$ cat config.mk
export PLATFORM = sky130hd
export DESIGN_NAME = aux_uart_hub_flat
export DESIGN_NICKNAME = d
export VERILOG_FILES = /design/src/rtl/aux_uart_hub_pkg.sv /design/src/rtl/aux_uart_hub_if.sv /design/src/rtl/aux_uart_hub_sync_fifo.sv /design/src/rtl/aux_uart_hub.sv /design/src/flat_wrapper.sv
export SDC_FILE = /design/constraint.sdc
export NUM_CORES = 1
export LEC_CHECK = 0
export BUFFER_PORTS_ARGS = -buffer_cell sky130_fd_sc_hd__buf_2
export CORE_MARGIN = 2
export CORE_UTILIZATION = 61
export CTS_BUF_LIST = sky130_fd_sc_hd__clkbuf_8
export CTS_CLUSTER_SIZE = 28
export DETAILED_ROUTE_END_ITERATION = 12
export PLACE_DENSITY = 0.81
export REMOVE_ABC_BUFFERS = 1
export SLEW_MARGIN = 20
export SYNTH_ARGS = -nofsm -noshare
export SYNTH_HDL_FRONTEND = slang
export SYNTH_SLANG_ARGS = --single-unit
export TNS_END_PERCENT = 30
$ cat constraint.sdc
create_clock -name clk -period 6.1 [get_ports clk]
set_input_delay 1.22 -clock clk [delete_from_list [all_inputs] [get_ports clk]]
set_output_delay 1.22 -clock clk [all_outputs]
set_load 0.005 [all_outputs]
$ cat src/rtl/aux_uart_hub_pkg.sv
// Shared constants for the aux-bus UART hub: register offsets, STAT bit layout, channel stride.
package aux_uart_hub_pkg;

    localparam logic [1:0] REG_DATA = 2'd0;
    localparam logic [1:0] REG_STAT = 2'd1;
    localparam logic [1:0] REG_PREL = 2'd2;
    localparam logic [1:0] REG_PREH = 2'd3;

    localparam int STAT_RXNE    = 0;
    localparam int STAT_TXFULL  = 1;
    localparam int STAT_OVF     = 2;
    localparam int STAT_TXEMPTY = 3;
    localparam int STAT_IE      = 7;

    localparam int CH_STRIDE = 4;

    function automatic logic [7:0] stat_byte(logic ie, logic tx_empty, logic ovf,
                                             logic tx_full, logic rx_ne);
        logic [7:0] s;
        s = '0;
        s[STAT_IE]      = ie;
        s[STAT_TXEMPTY] = tx_empty;
        s[STAT_OVF]     = ovf;
        s[STAT_TXFULL]  = tx_full;
        s[STAT_RXNE]    = rx_ne;
        return s;
    endfunction

endpackage

$ cat src/rtl/aux_uart_hub_if.sv
// risc16f84 aux bus as seen by a peripheral; the core is the master.
interface aux_uart_hub_if;
    logic [15:0] aux_adr_i;
    logic [7:0]  aux_dat_i;
    logic [7:0]  aux_dat_o;
    logic        aux_dat_oe;
    logic        aux_we_i;
    logic        aux_re_i;

    modport master (output aux_adr_i, aux_dat_i, aux_we_i, aux_re_i,
                    input  aux_dat_o, aux_dat_oe);
    modport slave  (input  aux_adr_i, aux_dat_i, aux_we_i, aux_re_i,
                    output aux_dat_o, aux_dat_oe);
endinterface

$ cat src/rtl/aux_uart_hub_sync_fifo.sv
// Single-clock FIFO with extra-MSB pointers; pushes at full and pops at empty are ignored.
module sync_fifo #(
    parameter int WIDTH = 8,
    parameter int DEPTH = 8
) (
    input  logic             clk,
    input  logic             reset_n,
    input  logic             push,
    input  logic [WIDTH-1:0] din,
    input  logic             pop,
    output logic             full,
    output logic             empty,
    output logic [WIDTH-1:0] head
);
    localparam int AW = $clog2(DEPTH);

    logic [AW:0]      wptr, rptr;
    logic [WIDTH-1:0] mem [DEPTH];
    logic             do_push, do_pop;

    assign full    = (wptr[AW] != rptr[AW]) && (wptr[AW-1:0] == rptr[AW-1:0]);
    assign empty   = (wptr == rptr);
    assign do_push = push & ~full;
    assign do_pop  = pop & ~empty;
    assign head    = mem[rptr[AW-1:0]];

    always_ff @(posedge clk or negedge reset_n) begin
        if (!reset_n) begin
            wptr <= '0;
            rptr <= '0;
        end else begin
            if (do_push) wptr <= wptr + 1'b1;
            if (do_pop)  rptr <= rptr + 1'b1;
        end
    end

    // Storage needs no reset: empty pointers hide stale contents.
    always_ff @(posedge clk) begin
        if (do_push) mem[wptr[AW-1:0]] <= din;
    end

endmodule

$ cat src/rtl/aux_uart_hub.sv
// Multi-channel UART register front-end on the aux bus: per-channel TX/RX FIFOs,
// prescale and sticky status, bridged to external uart cores over AXI-stream.
module aux_uart_hub
    import aux_uart_hub_pkg::*;
#(
    parameter int          NUM_CH     = 2,
    parameter logic [15:0] BASE_ADDR  = 16'hFF00,
    parameter int          FIFO_DEPTH = 8,
    parameter logic [15:0] PRESC_RST  = 16'd54
) (
    input  logic                     clk,
    input  logic                     reset_n,
    aux_uart_hub_if.slave            aux,
    output logic                     irq_o,
    output logic [NUM_CH-1:0][7:0]   tx_tdata_o,
    output logic [NUM_CH-1:0]        tx_tvalid_o,
    input  logic [NUM_CH-1:0]        tx_tready_i,
    input  logic [NUM_CH-1:0][7:0]   rx_tdata_i,
    input  logic [NUM_CH-1:0]        rx_tvalid_i,
    output logic [NUM_CH-1:0]        rx_tready_o,
    output logic [NUM_CH-1:0][15:0]  prescale_o
);
    localparam int CH_LSB = $clog2(CH_STRIDE);

    logic [15:0] rel;
    logic        hit;
    logic [2:0]  ch_idx;
    logic [1:0]  off;
    logic        we_q, re_q, we_p, re_p;

    logic [NUM_CH-1:0]       sel, tx_full, tx_empty, rx_full, rx_empty, ie_v, ovf_v;
    logic [NUM_CH-1:0][7:0]  rx_head;
    logic [7:0]              rd;

    // Window is 32-byte aligned, so everything above bit 4 of the offset must be zero.
    assign rel    = aux.aux_adr_i - BASE_ADDR;
    assign hit    = (rel[15:CH_LSB+3] == '0);
    assign ch_idx = rel[CH_LSB+:3];
    assign off    = rel[CH_LSB-1:0];

    // Act only on the first cycle of a strobe; a concurrent write suppresses the pop.
    assign we_p = aux.aux_we_i & ~we_q & hit;
    assign re_p = aux.aux_re_i & ~re_q & ~aux.aux_we_i & hit;

    always_ff @(posedge clk or negedge reset_n) begin
        if (!reset_n) begin
            we_q  <= 1'b0;
            re_q  <= 1'b0;
            irq_o <= 1'b0;
        end else begin
            we_q  <= aux.aux_we_i;
            re_q  <= aux.aux_re_i;
            irq_o <= |(ie_v & (~rx_empty | ovf_v));
        end
    end

    for (genvar c = 0; c < NUM_CH; c++) begin : g_ch
        logic        ie, ovf;
        logic [15:0] presc;
        logic        wr_stat;

        assign sel[c]  = (ch_idx == 3'(c));
        assign wr_stat = we_p & sel[c] & (off == REG_STAT);

        sync_fifo #(.WIDTH(8), .DEPTH(FIFO_DEPTH)) u_tx (
            .clk     (clk),
            .reset_n (reset_n),
            .push    (we_p & sel[c] & (off == REG_DATA)),
            .din     (aux.aux_dat_i),
            .pop     (tx_tvalid_o[c] & tx_tready_i[c]),
            .full    (tx_full[c]),
            .empty   (tx_empty[c]),
            .head    (tx_tdata_o[c])
        );

        sync_fifo #(.WIDTH(8), .DEPTH(FIFO_DEPTH)) u_rx (
            .clk     (clk),
            .reset_n (reset_n),
            .push    (rx_tvalid_i[c]),
            .din     (rx_tdata_i[c]),
            .pop     (re_p & sel[c] & (off == REG_DATA)),
            .full    (rx_full[c]),
            .empty   (rx_empty[c]),
            .head    (rx_head[c])
        );

        assign tx_tvalid_o[c] = ~tx_empty[c];
        assign rx_tready_o[c] = ~rx_full[c];

        // A lost beat in the same cycle as the W1C keeps OVF set.
        always_ff @(posedge clk or negedge reset_n) begin
            if (!reset_n) begin
                ie    <= 1'b0;
                ovf   <= 1'b0;
                presc <= PRESC_RST;
            end else begin
                if (rx_tvalid_i[c] & rx_full[c])           ovf <= 1'b1;
                else if (wr_stat & aux.aux_dat_i[STAT_OVF]) ovf <= 1'b0;
                if (wr_stat) ie <= aux.aux_dat_i[STAT_IE];
                if (we_p & sel[c] & (off == REG_PREL)) presc[7:0]  <= aux.aux_dat_i;
                if (we_p & sel[c] & (off == REG_PREH)) presc[15:8] <= aux.aux_dat_i;
            end
        end

        assign ie_v[c]       = ie;
        assign ovf_v[c]      = ovf;
        assign prescale_o[c] = presc;
    end

    always_comb begin
        rd = '0;
        for (int c = 0; c < NUM_CH; c++) begin
            if (ch_idx == c[2:0]) begin
                case (off)
                    REG_DATA: rd = rx_empty[c] ? 8'h00 : rx_head[c];
                    REG_STAT: rd = stat_byte(ie_v[c], tx_empty[c], ovf_v[c], tx_full[c], ~rx_empty[c]);
                    REG_PREL: rd = prescale_o[c][7:0];
                    default:  rd = prescale_o[c][15:8];
                endcase
            end
        end
    end

    assign aux.aux_dat_oe = aux.aux_re_i & hit;
    assign aux.aux_dat_o  = aux.aux_dat_oe ? rd : 8'h00;

endmodule
$ cat src/flat_wrapper.sv
// flat-port wrapper written by rule: the top's interface ports become plain ports
module aux_uart_hub_flat import aux_uart_hub_pkg::*;
#(
    parameter int          NUM_CH     = 2,
    parameter logic [15:0] BASE_ADDR  = 16'hFF00,
    parameter int          FIFO_DEPTH = 8,
    parameter logic [15:0] PRESC_RST  = 16'd54
)
  (clk, reset_n, irq_o, tx_tdata_o, tx_tvalid_o, tx_tready_i, rx_tdata_i, rx_tvalid_i, rx_tready_o, prescale_o, aux_aux_adr_i, aux_aux_dat_i, aux_aux_we_i, aux_aux_re_i, aux_aux_dat_o, aux_aux_dat_oe);
  aux_uart_hub_if aux_i ();
  input  logic clk;
  input  logic reset_n;
  output logic irq_o;
  output logic [NUM_CH-1:0][7:0] tx_tdata_o;
  output logic [NUM_CH-1:0] tx_tvalid_o;
  input  logic [NUM_CH-1:0] tx_tready_i;
  input  logic [NUM_CH-1:0][7:0] rx_tdata_i;
  input  logic [NUM_CH-1:0] rx_tvalid_i;
  output logic [NUM_CH-1:0] rx_tready_o;
  output logic [NUM_CH-1:0][15:0] prescale_o;
  input wire logic [$bits(aux_i.aux_adr_i)-1:0] aux_aux_adr_i;
  input wire logic [$bits(aux_i.aux_dat_i)-1:0] aux_aux_dat_i;
  input wire logic [$bits(aux_i.aux_we_i)-1:0] aux_aux_we_i;
  input wire logic [$bits(aux_i.aux_re_i)-1:0] aux_aux_re_i;
  output wire logic [$bits(aux_i.aux_dat_o)-1:0] aux_aux_dat_o;
  output wire logic [$bits(aux_i.aux_dat_oe)-1:0] aux_aux_dat_oe;
  assign aux_i.aux_adr_i = aux_aux_adr_i;
  assign aux_i.aux_dat_i = aux_aux_dat_i;
  assign aux_i.aux_we_i = aux_aux_we_i;
  assign aux_i.aux_re_i = aux_aux_re_i;
  assign aux_aux_dat_o = aux_i.aux_dat_o;
  assign aux_aux_dat_oe = aux_i.aux_dat_oe;
  aux_uart_hub #(.NUM_CH(NUM_CH), .BASE_ADDR(BASE_ADDR), .FIFO_DEPTH(FIFO_DEPTH), .PRESC_RST(PRESC_RST)) u_core (.clk(clk), .reset_n(reset_n), .aux(aux_i), .irq_o(irq_o), .tx_tdata_o(tx_tdata_o), .tx_tvalid_o(tx_tvalid_o), .tx_tready_i(tx_tready_i), .rx_tdata_i(rx_tdata_i), .rx_tvalid_i(rx_tvalid_i), .rx_tready_o(rx_tready_o), .prescale_o(prescale_o));
endmodule
==> summary by stage, run 1 <==
Run
Across the run, the number of max-cap violations was 0.

Timing
Between clock sinks in the finished design, the worst skew comes to 15.6 ps. The final cycle utilization of the critical path is 78.0%. Setup repair after global routing left no endpoint under its margin. Subtracting the final worst setup slack from the clock period gives 4760 ps. The headroom to the max-slew limit is 31.6%. Derived from the worst setup path, the maximum achievable clock frequency is 210 MHz. The final hold violation count is 0.

The total of endpoints with negative setup slack in the final report is 0. The final count of pins violating max slew came to 0. At the pin with the least slew margin, the transition time is 1030 ps. The accumulated negative setup slack is 0 ps.

Route
The routed via count is 7494. The final wirelength is 28600 microns. The DRC marker count from the first detailed-route iteration is 639. After detailed routing, the number of vias per cell comes to 6.09. The remaining routing DRC violations is 0. The detailed-routing iteration count for the pre-antenna-repair pass is 4. The number of nets still failing antenna checks after routing is 0.

In the final routed layout, each cell accounts on average for 23.3 microns.

Floorplanning
The initial utilization of the core area, before any placement, comes to 61.5%. The number of primary I/O pins is 110. The floorplan step defined a core boundary enclosing 0.0224 sq mm. The die covers 0.0238 sq mm.

The initialized floorplan defines 55 standard-cell rows. The die height is 154 microns. The die width is 154 microns.

GRT
The first global-routing pass estimated 43700 microns of wire. The number of global-route vias before repair is 7606. Entering global routing, the biggest net connects 72 pins. The initial antenna violation count is 0. The global routing usage summed across all routing layers is 24.6%. The remaining global-route overflow is 0.

Setup path
The depth of the most critical reg-to-reg path is 6. The most critical setup path has its endpoint at aux_aux_dat_o[0]. The critical path class is in -> out. The end of the worst register-to-register path is u_core.g_ch[1].u_tx.mem[2][5].

The category of the worst setup path launch point is an input port. Data on the critical path is required at its endpoint by 4880 ps. STA classifies the critical path endpoint as a primary output. For the worst setup path, the data arrival time is 3540 ps. The worst register-to-register path has a setup slack of 3000 ps.

In this run the critical register-to-register path is launched from u_core.g_ch[1].u_tx.rptr[1]. The critical path launch point is aux_aux_adr_i[8]. The worst-path maximum fanout is 6.

Finish
The share of cells above drive strength 1 is 36.3%. The final antenna diode count is 0. The synthesis-to-layout area growth is 12.3%. The net count of the finished layout is 964.

Logic synthesis
edfxtp_1 takes more of the synthesized area than any other cell. Of all flip-flops after synthesis, the portion carrying an async set or reset was 21.7%. The parity-gate share of the synthesized area counting xor and xnor cells is 2.60%. In this run the biggest area consumer among cell types represents 55.8% of the synthesized area. The post-synthesis simple-gate area fraction is 6.33%. Averaged over all synthesized cells, the footprint is 17.7 sq um. In this run, distinct cell masters in the synthesized netlist total 56. Yosys printed 0 warnings. Counting every instance in the synthesized netlist gives 780.

The most instantiated flip-flop cell in the synthesis netlist is edfxtp_1. After synthesis, the largest family of logic cells by area is multiplexers. The post-synthesis cell area is 0.0138 sq mm. By area the synthesized netlist is led by edfxtp_1 56%, dfrtp_1 11%, mux4_2 10%. Multiplexer cells account for 17.6% of the synthesized area.

The share of synthesized cell area in full adder, half adder and majority cells is 0.817%. The synthesized netlist devotes 2.35% of its cell area to compound gates. The synthesized design contains 256 enable-type register cells. After synthesis, flip-flops and latches occupy 68.7% of the total area.

The synthesis-stage register bit count is 327.

Clocking
The CTS tree is built. Buffers inserted during clock tree synthesis total 50. The insertion delay of the later-clocked pin in the worst-skew pair is 560 ps. The count of buffers added by post-CTS timing repair for setup is 0. The CTS H-tree depth is 2. The clock root buffer master is clkbuf_8.

The clock passes through at most 3 buffers. Counting every sink on the clock net gives 327. Clock-pin slew was measured on the worst setup and hold paths at 60 ps. The count of hold-fix buffers inserted at cts is 0.

Gates resized during post-CTS repair numbered 0.

Power and ir drop
In this run the static leakage power is 5.70 nW. The total power consumption of the routed design is 0.00537 W. IR analysis of the VDD net gives a maximum drop of 294 uV. The power per cell area is 347 mW/mm^2.

Place
The half-perimeter wire length of the detailed placement result is 18800 microns. The congestion estimate from routability-driven global placement came to 0.919. The number of buffers inserted by port buffering is 109.

Outcome
The flow ran to the end, and the final reports show no timing, DRC or antenna violations.

Min path
The path category of the worst min-delay check is reg -> reg.
==> kinds of logic (layout without fill, tap and decap cells) <==
kind of cell             count (synthesis)  count (layout)
AND/OR/NAND/NOR                        154             154
flip-flops                             327             327
XOR/XNOR                                41              41
buffers and inverters                   50             215
AO/OA/AOI/OAI                           49              49
adder cells (fa/ha/maj)                  9               9
multiplexers                           150             150
==> how the worst min path moves through the flow <==
stage          cells after the start                         from                     endpoint  slack (ps)
2_1_floorplan                      1  u_core.g_ch[0].u_rx.wptr[3]  u_core.g_ch[0].u_rx.wptr[3]         460
3_3_place_gp                       1  u_core.g_ch[1].u_tx.wptr[3]  u_core.g_ch[1].u_tx.wptr[3]         470
3_5_place_dp                       1  u_core.g_ch[0].u_rx.rptr[3]  u_core.g_ch[0].u_rx.rptr[3]         480
4_1_cts                            1  u_core.g_ch[0].u_tx.wptr[3]  u_core.g_ch[0].u_tx.wptr[3]         490
5_1_grt                            1  u_core.g_ch[0].u_rx.rptr[3]  u_core.g_ch[0].u_rx.rptr[3]         510
6_report                           1  u_core.g_ch[0].u_tx.wptr[3]  u_core.g_ch[0].u_tx.wptr[3]         490
==> synthesized netlist by cell type, drive strengths merged (6+ instances only) <==
cell	count
nor2	31
mux4	64
mux2	71
nor4b	6
buf	17
inv	8
dfstp	8
mux2i	15
nor3	16
nand2	40
ha	9
o21ai	13
edfxtp	256
xor2	23
nand3	11
nand4	8
nand2b	12
clkbuf	25
xnor2	18
dfrtp	63
and2	7
a21oi	18
==> stage by stage <==
| stage | setup slack, ps | hold slack [ps] | std cells | cell area [sq um] | util [%] |
|---|---|---|---|---|---|
| after floorplan | 1980 | 462 | 738 | 13600 | - |
| after global placement | 1600 | 474 | 1140 | 14600 | 65.0 |
| after detailed placement | 1440 | 478 | 1140 | 14600 | 65.0 |
| after CTS | 1440 | 493 | 1230 | 15500 | 69.0 |
| after global routing | 1230 | 506 | 1230 | 15500 | 69.0 |
| final | 1340 | 490 | 1230 | 15500 | 69.0 |
==> per-layer routing <==
layer / global-route usage (%) / vias up / share of wire (%)
li1: - / 3324 / -
met1: 34.7 / 3787 / 40
met2: 39.2 / 337 / 49
met3: 5.91 / 46 / 8.4
met4: 6.75 / 0 / 2.1
met5: 0 / - / 0
==> layout by cell type (no fill, tap or decap), types with 3 or more instances in the layout <==
cell type  Yosys  layout
o31ai_1        4       4
edfxtp_1     256     256
nand4_1        7       7
a21oi_1       18      18
buf_2          9     108
clkbuf_8       0      51
buf_4          2       9
clkinv_2       0       5
dfstp_2        8       8
nand2_1       40      40
and2_1         6       6
nor2_1        31      31
inv_1          8      26
xor2_1        23      23
mux2i_1       15      15
nand2b_1      12      12
mux4_2        64      64
o21ai_0       12      12
nor4_1         4       4
ha_1           9       9
nor3_1        14       8
a311oi_1       3       3
a221oi_1       3       3
clkinv_1       0      13
xnor2_1       18      18
dfrtp_1       63      63
mux2_4         8       8
nor3_2         0       6
nor4b_1        5       5
nand3_1        9       9
and4_4         3       3
nor2b_1        3       3
mux2_2        63      63
==> critical path: stages <==
cell and delay (ps):
buf_2 120, ha_1 280, nor4_1 170, nand2_1 140, a2111oi_4 580, and2_4 280, nand3_1 170, nor4_1 410
buf_2 180
==> layout make-up <==
cell class / instances / area (sq um)
clock inverters: 39 / 186
clock buffers: 51 / 702
multi-input cells: 403 / 4130
repair buffers: 117 / 608
flip-flops and latches: 327 / 9470
inverters: 8 / 30.0
well taps: 285 / 357
fillers: 1444 / 6950
==> flip-flops by register name (all words and copies together), names as in the netlist, 2 cells and up <==
name,flops
u_core.g_ch.u_tx.wptr,8
u_core.g_ch.u_tx.rptr,8
u_core.g_ch.u_rx.mem,128
u_core.g_ch.u_tx.mem,128
u_core.g_ch.ovf,2
u_core.g_ch.u_rx.rptr,8
u_core.g_ch.ie,2
u_core.g_ch.u_rx.wptr,8
u_core.g_ch.presc,32
==> report_power, final <==
group          total (W)  switching (W)  internal (W)  leakage [nW]
combinational   0.000968       0.000462      0.000506          1.95
sequential       0.00279       0.000192       0.00260          3.23
clock            0.00161       0.000789      0.000817         0.517
total            0.00537        0.00144       0.00393          5.70
Note: power is estimated with default switching activity, not from simulation.
==> run 2: changes to the inputs <==
--- a/config.mk
+++ b/config.mk
@@ -5,6 +5,7 @@
 export SDC_FILE = /design/constraint.sdc
 export NUM_CORES = 1
 export LEC_CHECK = 0
+export ABC_AREA = 1
 export BUFFER_PORTS_ARGS = -buffer_cell sky130_fd_sc_hd__buf_2
 export CORE_MARGIN = 2
 export CORE_UTILIZATION = 61
==> constraint.sdc (replaced) <==
create_clock -name clk -period 4.65 [get_ports clk]
set_input_delay 0.93 -clock clk [delete_from_list [all_inputs] [get_ports clk]]
set_output_delay 0.93 -clock clk [all_outputs]
set_load 0.005 [all_outputs]
==> summary by stage, run 2 <==
Logic synthesis
The post-synthesis simple-gate area fraction is 17.1% (+11 points). The synthesis-stage register bit count came to 327 (unchanged). The number of warnings reported in the yosys synthesis log is 0 (unchanged). The fraction of the mapped netlist area in compound gates came to 9.96% (+7.6 points). The post-synthesis cell area was 0.0141 sq mm (+2.3%). The parity-gate share of the synthesized area counting xor and xnor cells is 1.49% (-1.1 points). The fraction of synthesized area in multiplexers is 0% (-18 points). The share of synthesized registers carrying an async set or reset is 21.7% (unchanged).

Ranked by instance count, the synthesized netlist is headed by 256 x edfxtp_1, 243 x nor2_1, 218 x nand2_1, 149 x o21ai_0, 63 x dfrtp_1. The area share of the leading cell type in the synthesized netlist came to 54.5% (-1.2 points). The dominant cell type by area after synthesis is edfxtp_1.

The mean post-synth cell area is 10.8 sq um (-39%). By instance count, the leading cell after synthesis is edfxtp_1. For this run, the leading register cell type out of synthesis is edfxtp_1. The share of synthesized cell area in full adder, half adder and majority cells is 0.799% (-0.018 points).

In the post-synthesis netlist, the biggest area contributors are edfxtp_1 55%, dfrtp_1 11%, nor2_1 6.5%. The number of enable flip-flop cells after synthesis is 256 (unchanged). After synthesis, the largest family of logic cells by area is simple AND/OR/NAND/NOR gates. The fraction of the yosys area taken by sequential cells is 67.2% (-1.5 points).

The number of library cell types mapped by synthesis is 40 (-29%). The gate count of the mapped netlist is 1301 (+67%).

Timing
The maximum clock skew at final layout is 21.8 ps (+6.26 ps). The post-layout minimum cycle time is 3840 ps. The actual transition at the worst max-transition pin is 1020 ps (-5.38 ps).

The final cycle utilization of the critical path is 82.5%. The final hold violation count is 0 (unchanged). The highest clock rate is 261 MHz.

Setup repair after global routing left no endpoint under its margin. The accumulated negative setup slack is 0 ps (unchanged). The headroom to the max-slew limit is 31.7% (+0.11 points).

The total of endpoints with negative setup slack in the final report is 0 (unchanged). The final count of pins violating max slew was 0 (unchanged).

Route
The number of nets still failing antenna checks after routing is 0 (unchanged). The remaining routing DRC violations is 0 (unchanged). The DRC marker count from the first detailed-route iteration came to 1070 (+67%). The wire length per cell after detailed routing is 19.0 microns (-18%).

The routed via count is 10300 (+37%). The detailed-routing iteration count for the pre-antenna-repair pass is 5 (+1). The ratio of routed vias to standard cells is 5.84 (-4.1%). The final wirelength came to 33400 microns (+17%).

GRT
The wire length of the first global-routing pass is 52100 microns (+19%). The remaining global-route overflow is 0 (unchanged). The global routing usage summed across all routing layers is 27.9% (+3.3 points). The initial antenna violation count is 2 (+2). The maximum number of pins on one net before global-route repair is 72 (unchanged).

The number of global-route vias before repair is 9980 (+31%).

Setup path
The worst-path maximum fanout is 16 (+10). The worst setup path is launched from a flop. The worst setup path is captured at a primary output. The arrival time of the worst setup path is 2910 ps (-630 ps). The required time at the worst-slack endpoint is 3720 ps (-1160 ps). The critical path is of the reg -> out type.

Finish
The area of all placed cells without fillers is 0.0159 sq mm (+2.5%). The share of the core filled with cells came to 70.1% (+1.1 points). In the layout the commonest cells are 256 x edfxtp_1, 243 x nor2_1, 218 x nand2_1. The count of nets after finishing is 1490 (+55%). The flip-flop and latch area is 0.00947 sq mm (unchanged). The library cell used most frequently in the layout, excluding fill and tap cells, is edfxtp_1. Compared with the post-synthesis result, the final layout area differs by 12.6%. The area used by multi-input combinational logic is 0.00413 sq mm (+0.12%). The count of fill cells added during filler insertion is 1631 (+13%).

The share of cells above drive strength 1 is 16.0% (-20 points).

Clocking
The clock input transition at the sequential cells of the worst setup and hold paths is 70 ps (about the same). The CTS buffer count is 51 (+2.0%). The clock root buffer master is clkbuf_8. TritonCTS built the clock tree. The count of hold-fix buffers inserted at cts came to 0 (unchanged). The CTS H-tree depth is 2 (unchanged).

The clock sink total is 327 (unchanged). The maximum root-to-sink buffer count is 3 (unchanged). The number of gates resized after CTS is 0 (unchanged). The count of buffers added by post-CTS timing repair for setup is 0 (unchanged). The insertion delay of the later-clocked pin in the worst-skew pair is 570 ps (about the same).

Floorplanning
The floorplan row count is 55 (unchanged). The die width came to 156 microns (+1.1%). The effective utilization at floorplan is 62.3% (+0.81 points). The die height is 156 microns (+1.1%). The placeable core region came to 0.0226 sq mm (+0.92%). The number of primary I/O pins is 110 (unchanged). The overall die area was 0.0243 sq mm (+2.2%).

Place
The half-perimeter wire length of the detailed placement result is 21800 microns (+16%). The total cell area at the placement stage is 0.0149 sq mm (+2.4%). The number of buffers inserted by port buffering is 109 (unchanged).

The weighted congestion reported at the end of routability-driven placement is 0.933 (+1.6%).

Min path
In this run the worst hold path is classified as reg -> reg.

Power and ir drop
The maximum resistive drop on vdd is 361 uV (+23%). The power per cell area is 463 mW/mm^2 (+33%). The leakage dissipation came to 6.32 nW (+11%).

Run
The count of max-cap constraint violations was 0 (unchanged).

Outcome
The run finished with clean final reports.
[run 2: changes by cell type after synthesis, sizes merged, moves of 10 or more]
cell / delta
a31oi: +16
nand2b: -12
clkbuf: +12
nand3: +41
nand2: +185
nor2: +223
o221ai: +12
o21ai: +169
o22ai: +18
mux2: -71
inv: +51
mux2i: -15
xnor2: -10
mux4: -64
[run 2: area by class of cell]
class                           count  area share (%)
Sequential cell                   327            59.7
Multi-Input combinational cell    855            26.0
Clock buffer                       55            4.77
Timing Repair Buffer              133            4.59
Tap cell                          285            2.25
Inverter                           65            1.54
Clock inverter                     39            1.11
Antenna cell                        1          0.0158
[run 2: per-layer routing]
metal	share of wire [%]	global-route usage, %
met5	0.039	0
met4	3.6	12.2
met3	9.2	6.44
met2	47	43.7
met1	41	37.9
[run 2: where the power goes]
part | switching [W] | internal (W) | leakage, nW
Combinational | 0.00105 | 0.000521 | 2.52
Clock | 0.00106 | 0.00114 | 0.578
Sequential | 0.000166 | 0.00341 | 3.22
Total | 0.00227 | 0.00507 | 6.32
[run 2: final timing paths]
check                                             from                            end  slack [ps]  depth (start not counted)
setup / recovery           u_core.g_ch[1].u_rx.rptr[1]               aux_aux_dat_o[3]         810                         11
hold / removal                 u_core.g_ch[1].presc[2]        u_core.g_ch[1].presc[2]         480                          2
setup reg to reg           u_core.g_ch[1].u_tx.rptr[0]  u_core.g_ch[1].u_tx.mem[2][5]        1970                          9
hold reg to reg                u_core.g_ch[1].presc[2]        u_core.g_ch[1].presc[2]         480                          2
max in group asynchronous                      reset_n    u_core.g_ch[0].u_tx.rptr[2]        3540                          1
min in group asynchronous                      reset_n    u_core.g_ch[1].u_rx.wptr[2]         500                          1
[run 2: cells by family (layout without fill, tap and decap cells)]
group | after synthesis | after routing
AOI/OAI and AO/OA | 249 | 249
xor gates and xnor gates | 24 | 24
adders and majority gates | 9 | 9
buffers and inverters | 119 | 292
DFF | 327 | 327
other | 0 | 1
and+or+nand+nor | 573 | 573
[run 2: critical path, stage by stage (launching register included)]
cell     delay, ps
dfrtp_1        710
xnor2_1        180
nand2_1         90
nor3_1         430
nor2_1         280
nand2_1        150
nand2_1         60
nand2_1         80
nand2_1        100
nand2_1         80
nor2_1          40
buf_2          130
[run 2: through the flow]
| stage | total power (W) | hold WS, ps | instances | setup WS, ps |
|---|---|---|---|---|
| detailed placement | 0.00519 | 475 | 1665 | 986 |
| global route | 0.00771 | 491 | 1759 | 663 |
| CTS | 0.00737 | 485 | 1759 | 837 |
| floorplan | 0.00456 | 458 | 1247 | 1270 |
| finish | 0.00734 | 483 | 1760 | 813 |
| global placement | 0.00513 | 466 | 1665 | 973 |
==> run 3: changes to the inputs <==
--- a/config.mk
+++ b/config.mk
@@ -8,11 +8,11 @@
 export ABC_AREA = 1
 export BUFFER_PORTS_ARGS = -buffer_cell sky130_fd_sc_hd__buf_2
 export CORE_MARGIN = 2
-export CORE_UTILIZATION = 61
+export CORE_UTILIZATION = 56
 export CTS_BUF_LIST = sky130_fd_sc_hd__clkbuf_8
 export CTS_CLUSTER_SIZE = 28
 export DETAILED_ROUTE_END_ITERATION = 12
-export PLACE_DENSITY = 0.81
+export PLACE_DENSITY = 0.78
 export REMOVE_ABC_BUFFERS = 1
 export SLEW_MARGIN = 20
 export SYNTH_ARGS = -nofsm -noshare
==> constraint.sdc (replaced) <==
create_clock -name clk -period 3.5 [get_ports clk]
set_input_delay 0.7 -clock clk [delete_from_list [all_inputs] [get_ports clk]]
set_output_delay 0.7 -clock clk [all_outputs]
set_load 0.005 [all_outputs]
==> summary by stage, run 3 (synthesis results as in run 2) <==
Outcome
The run finished with clean final reports.

Place
The number of buffers inserted by port buffering is 109 (unchanged). The half-perimeter wire length of the detailed placement result is 22000 microns (+0.89%). The worst slack at placement is 236 ps (-750 ps). The weighted congestion reported at the end of routability-driven placement is 0.907 (-2.8%).

The total cell area at the placement stage is 0.0151 sq mm (+1.3%). The cell count after placement came to 1728 (+3.8%).

Setup path
The endpoint identified for the worst register-to-register timing path is u_core.g_ch[1].u_rx.mem[2][3]. By startpoint and endpoint, the worst setup path is classified as reg -> out. The cell occurring most often along the worst timing path is nand2_1. The critical path endpoint category is a primary output. The register-to-register setup slack was 920 ps (-1050 ps). The launching point of the worst reg2reg path is u_core.g_ch[1].u_rx.rptr[0]. The depth of the most critical reg-to-reg path is 8 (-1). The worst-path maximum fanout came to 14 (-2).

The required time at the worst-slack endpoint is 2800 ps (-920 ps). The largest incremental delay on the critical path is 480 ps (-230 ps). The family with the most delay on the worst path is simple AND/OR/NAND/NOR gates.

The slowest cell on the critical path is dfrtp_1. The arrival time of the worst setup path is 2720 ps (-190 ps). The total buffers and inverters traversed by the critical path is 3 (+2). The worst setup path is launched from a flop. The signal on the critical path passes through buf_4 -> nand2_1 -> nand2_1 -> nor2_1 -> nand2_2 -> nand2_1 -> inv_1 -> nand2_1 -> nand2_1 -> a21oi_1 -> nor2_1 -> buf_2.

GRT
The number of global-route vias before repair was 9893 (-0.87%). The wire length of the first global-routing pass was 51700 microns (-0.81%). The maximum number of pins on one net before global-route repair was 72 (unchanged). The global routing usage summed across all routing layers is 25.4% (-2.5 points). The initial antenna violation count is 0 (-2). The remaining global-route overflow came to 0 (unchanged).

Finish
The flip-flop and latch area was 0.00948 sq mm (about the same). The count of nets after finishing is 1509 (+1.3%). The library cells used most frequently in the layout, excluding fill and tap cells, are 256 x edfxtp_1, 242 x nor2_1, 217 x nand2_1.

The number of non-filler instances in the completed layout is 1825 (+3.7%). The share of cells above drive strength 1 is 18.6% (+2.6 points). Compared with the post-synthesis result, the final layout area differs by 14.9%.

The count of fill cells added during filler insertion came to 1886 (+16%). The area of all placed cells without fillers came to 0.0162 sq mm (+2.1%). The area used by multi-input combinational logic is 0.00414 sq mm (+0.24%). The share of the core filled with cells is 64.9% (-5.2 points). The final antenna diode count is 0 (-1).

The library cell used most frequently in the layout, excluding fill and tap cells, is edfxtp_1.

Clocking
The count of buffers added by post-CTS timing repair for setup is 0 (unchanged). TritonCTS built the clock tree. The insertion delay of the later-clocked pin in the worst-skew pair was 570 ps (about the same). The CTS buffer count is 52 (+2.0%). The CTS H-tree depth is 2 (unchanged).

The tree is rooted in a clkbuf_8. The clock sink total is 327 (unchanged). The count of hold-fix buffers inserted at cts was 0 (unchanged). The clock input transition at the sequential cells of the worst setup and hold paths is 70 ps (about the same). The maximum root-to-sink buffer count is 3 (unchanged).

Power and ir drop
The sequential share of power came to 46.8% (-2.0 points). The proportion of total power due to net switching is 30.3% (-0.64 points). The power per cell area is 620 mW/mm^2 (+34%). The share of total power in combinational logic is 21.6% (+0.3 points). The leakage dissipation was 6.43 nW (+1.8%). The fraction of power consumed by the clock network came to 31.6% (+1.7 points). The switching power is 0.00304 W (+34%). The maximum resistive drop on vdd is 436 uV (+21%). The cell internal power dissipation is 0.00700 W (+38%).

Floorplanning
The placeable core region is 0.0250 sq mm (+10%). The effective utilization at floorplan came to 56.5% (-5.8 points). The die width is 163 microns (+4.3%). The die height is 163 microns (+4.3%).

The floorplan row count came to 58 (+5.5%). The overall die area was 0.0265 sq mm (+8.7%). The number of primary I/O pins is 110 (unchanged).

Timing
The total of endpoints with negative setup slack in the final report came to 0 (unchanged). The worst hold slack is 234 ps (-250 ps). The post-layout worst setup margin is 81.0 ps (-732 ps). Setup repair after global routing could not meet its margin everywhere. The headroom to the max-slew limit was 38.9% (+7.2 points). The post-layout minimum cycle time is 3420 ps. The maximum clock skew at final layout is 26.3 ps (+4.48 ps). The actual transition at the worst max-transition pin came to 917 ps (-105 ps). Of the available clock period, the critical path in the final layout requires 97.7%.

The final count of pins violating max slew is 0 (unchanged). The final hold violation count came to 0 (unchanged). The highest clock rate is 292 MHz.

Route
The remaining routing DRC violations is 0 (unchanged). The ratio of routed vias to standard cells came to 5.68 (-2.8%). The detailed-routing iteration count for the pre-antenna-repair pass is 6 (+1). The number of nets still failing antenna checks after routing is 0 (unchanged). The routed via count is 10400 (+0.75%).

The wire length per cell after detailed routing is 18.2 microns (-4.1%). The DRC marker count from the first detailed-route iteration is 1109 (+3.6%). The final wirelength is 33200 microns (-0.52%).

Min path
The path category of the worst min-delay check is in -> async.

Run
The count of max-cap constraint violations is 0 (unchanged).
run 3: stage by stage:
| step | total power, W | setup TNS (ps) |
|---|---|---|
| after CTS | 0.0101 | 0 |
| after detailed placement | 0.00693 | 0 |
| after global placement | 0.00686 | 0 |
| final | 0.0100 | 0 |
| after floorplan | 0.00605 | 0 |
| after global routing | 0.0106 | -51.8 |
run 3: worst max path at each step:
stage	start	end	slack, ps	depth (start not counted)
floorplan	u_core.g_ch[0].u_rx.rptr[0]	aux_aux_dat_o[3]	350	11
global placement	aux_aux_adr_i[8]	aux_aux_dat_o[6]	280	12
detailed placement	aux_aux_adr_i[8]	aux_aux_dat_o[5]	240	12
CTS	u_core.g_ch[1].u_rx.rptr[2]	aux_aux_dat_o[3]	50	10
global route	u_core.g_ch[1].u_rx.rptr[0]	aux_aux_dat_o[3]	-40	12
finish	u_core.g_ch[0].u_rx.rptr[0]	aux_aux_dat_o[3]	80	12
run 3: power groups by stage:
stage                     logic, W  clock network (W)  registers (W)
after floorplan            0.00123                  0        0.00483
after global placement     0.00210                  0        0.00476
after detailed placement   0.00216                  0        0.00477
after CTS                  0.00217            0.00322        0.00469
after global routing       0.00245            0.00339        0.00472
final                      0.00217            0.00317        0.00470
run 3: routing by layer:
layer / global-route usage (%) / routed length (microns)
met2: 41.1 / 15900
met5: 0 / 0
met4: 9.49 / 951
met1: 33.9 / 13300
met3: 5.91 / 3050
run 3: layout make-up:
| type | count | share of cell area, % |
|---|---|---|
| well taps | 330 | 2.55 |
| clock inverters | 33 | 1.05 |
| inverters | 65 | 1.55 |
| flip-flops and latches | 327 | 58.5 |
| repair buffers | 151 | 5.33 |
| clock buffers | 64 | 5.44 |
| multi-input cells | 855 | 25.6 |
run 3: repair_timing:
item,CTS,global route
endpoints found under the hold margin,0,0
endpoints found under the setup margin,0,8
resized for setup,0,7
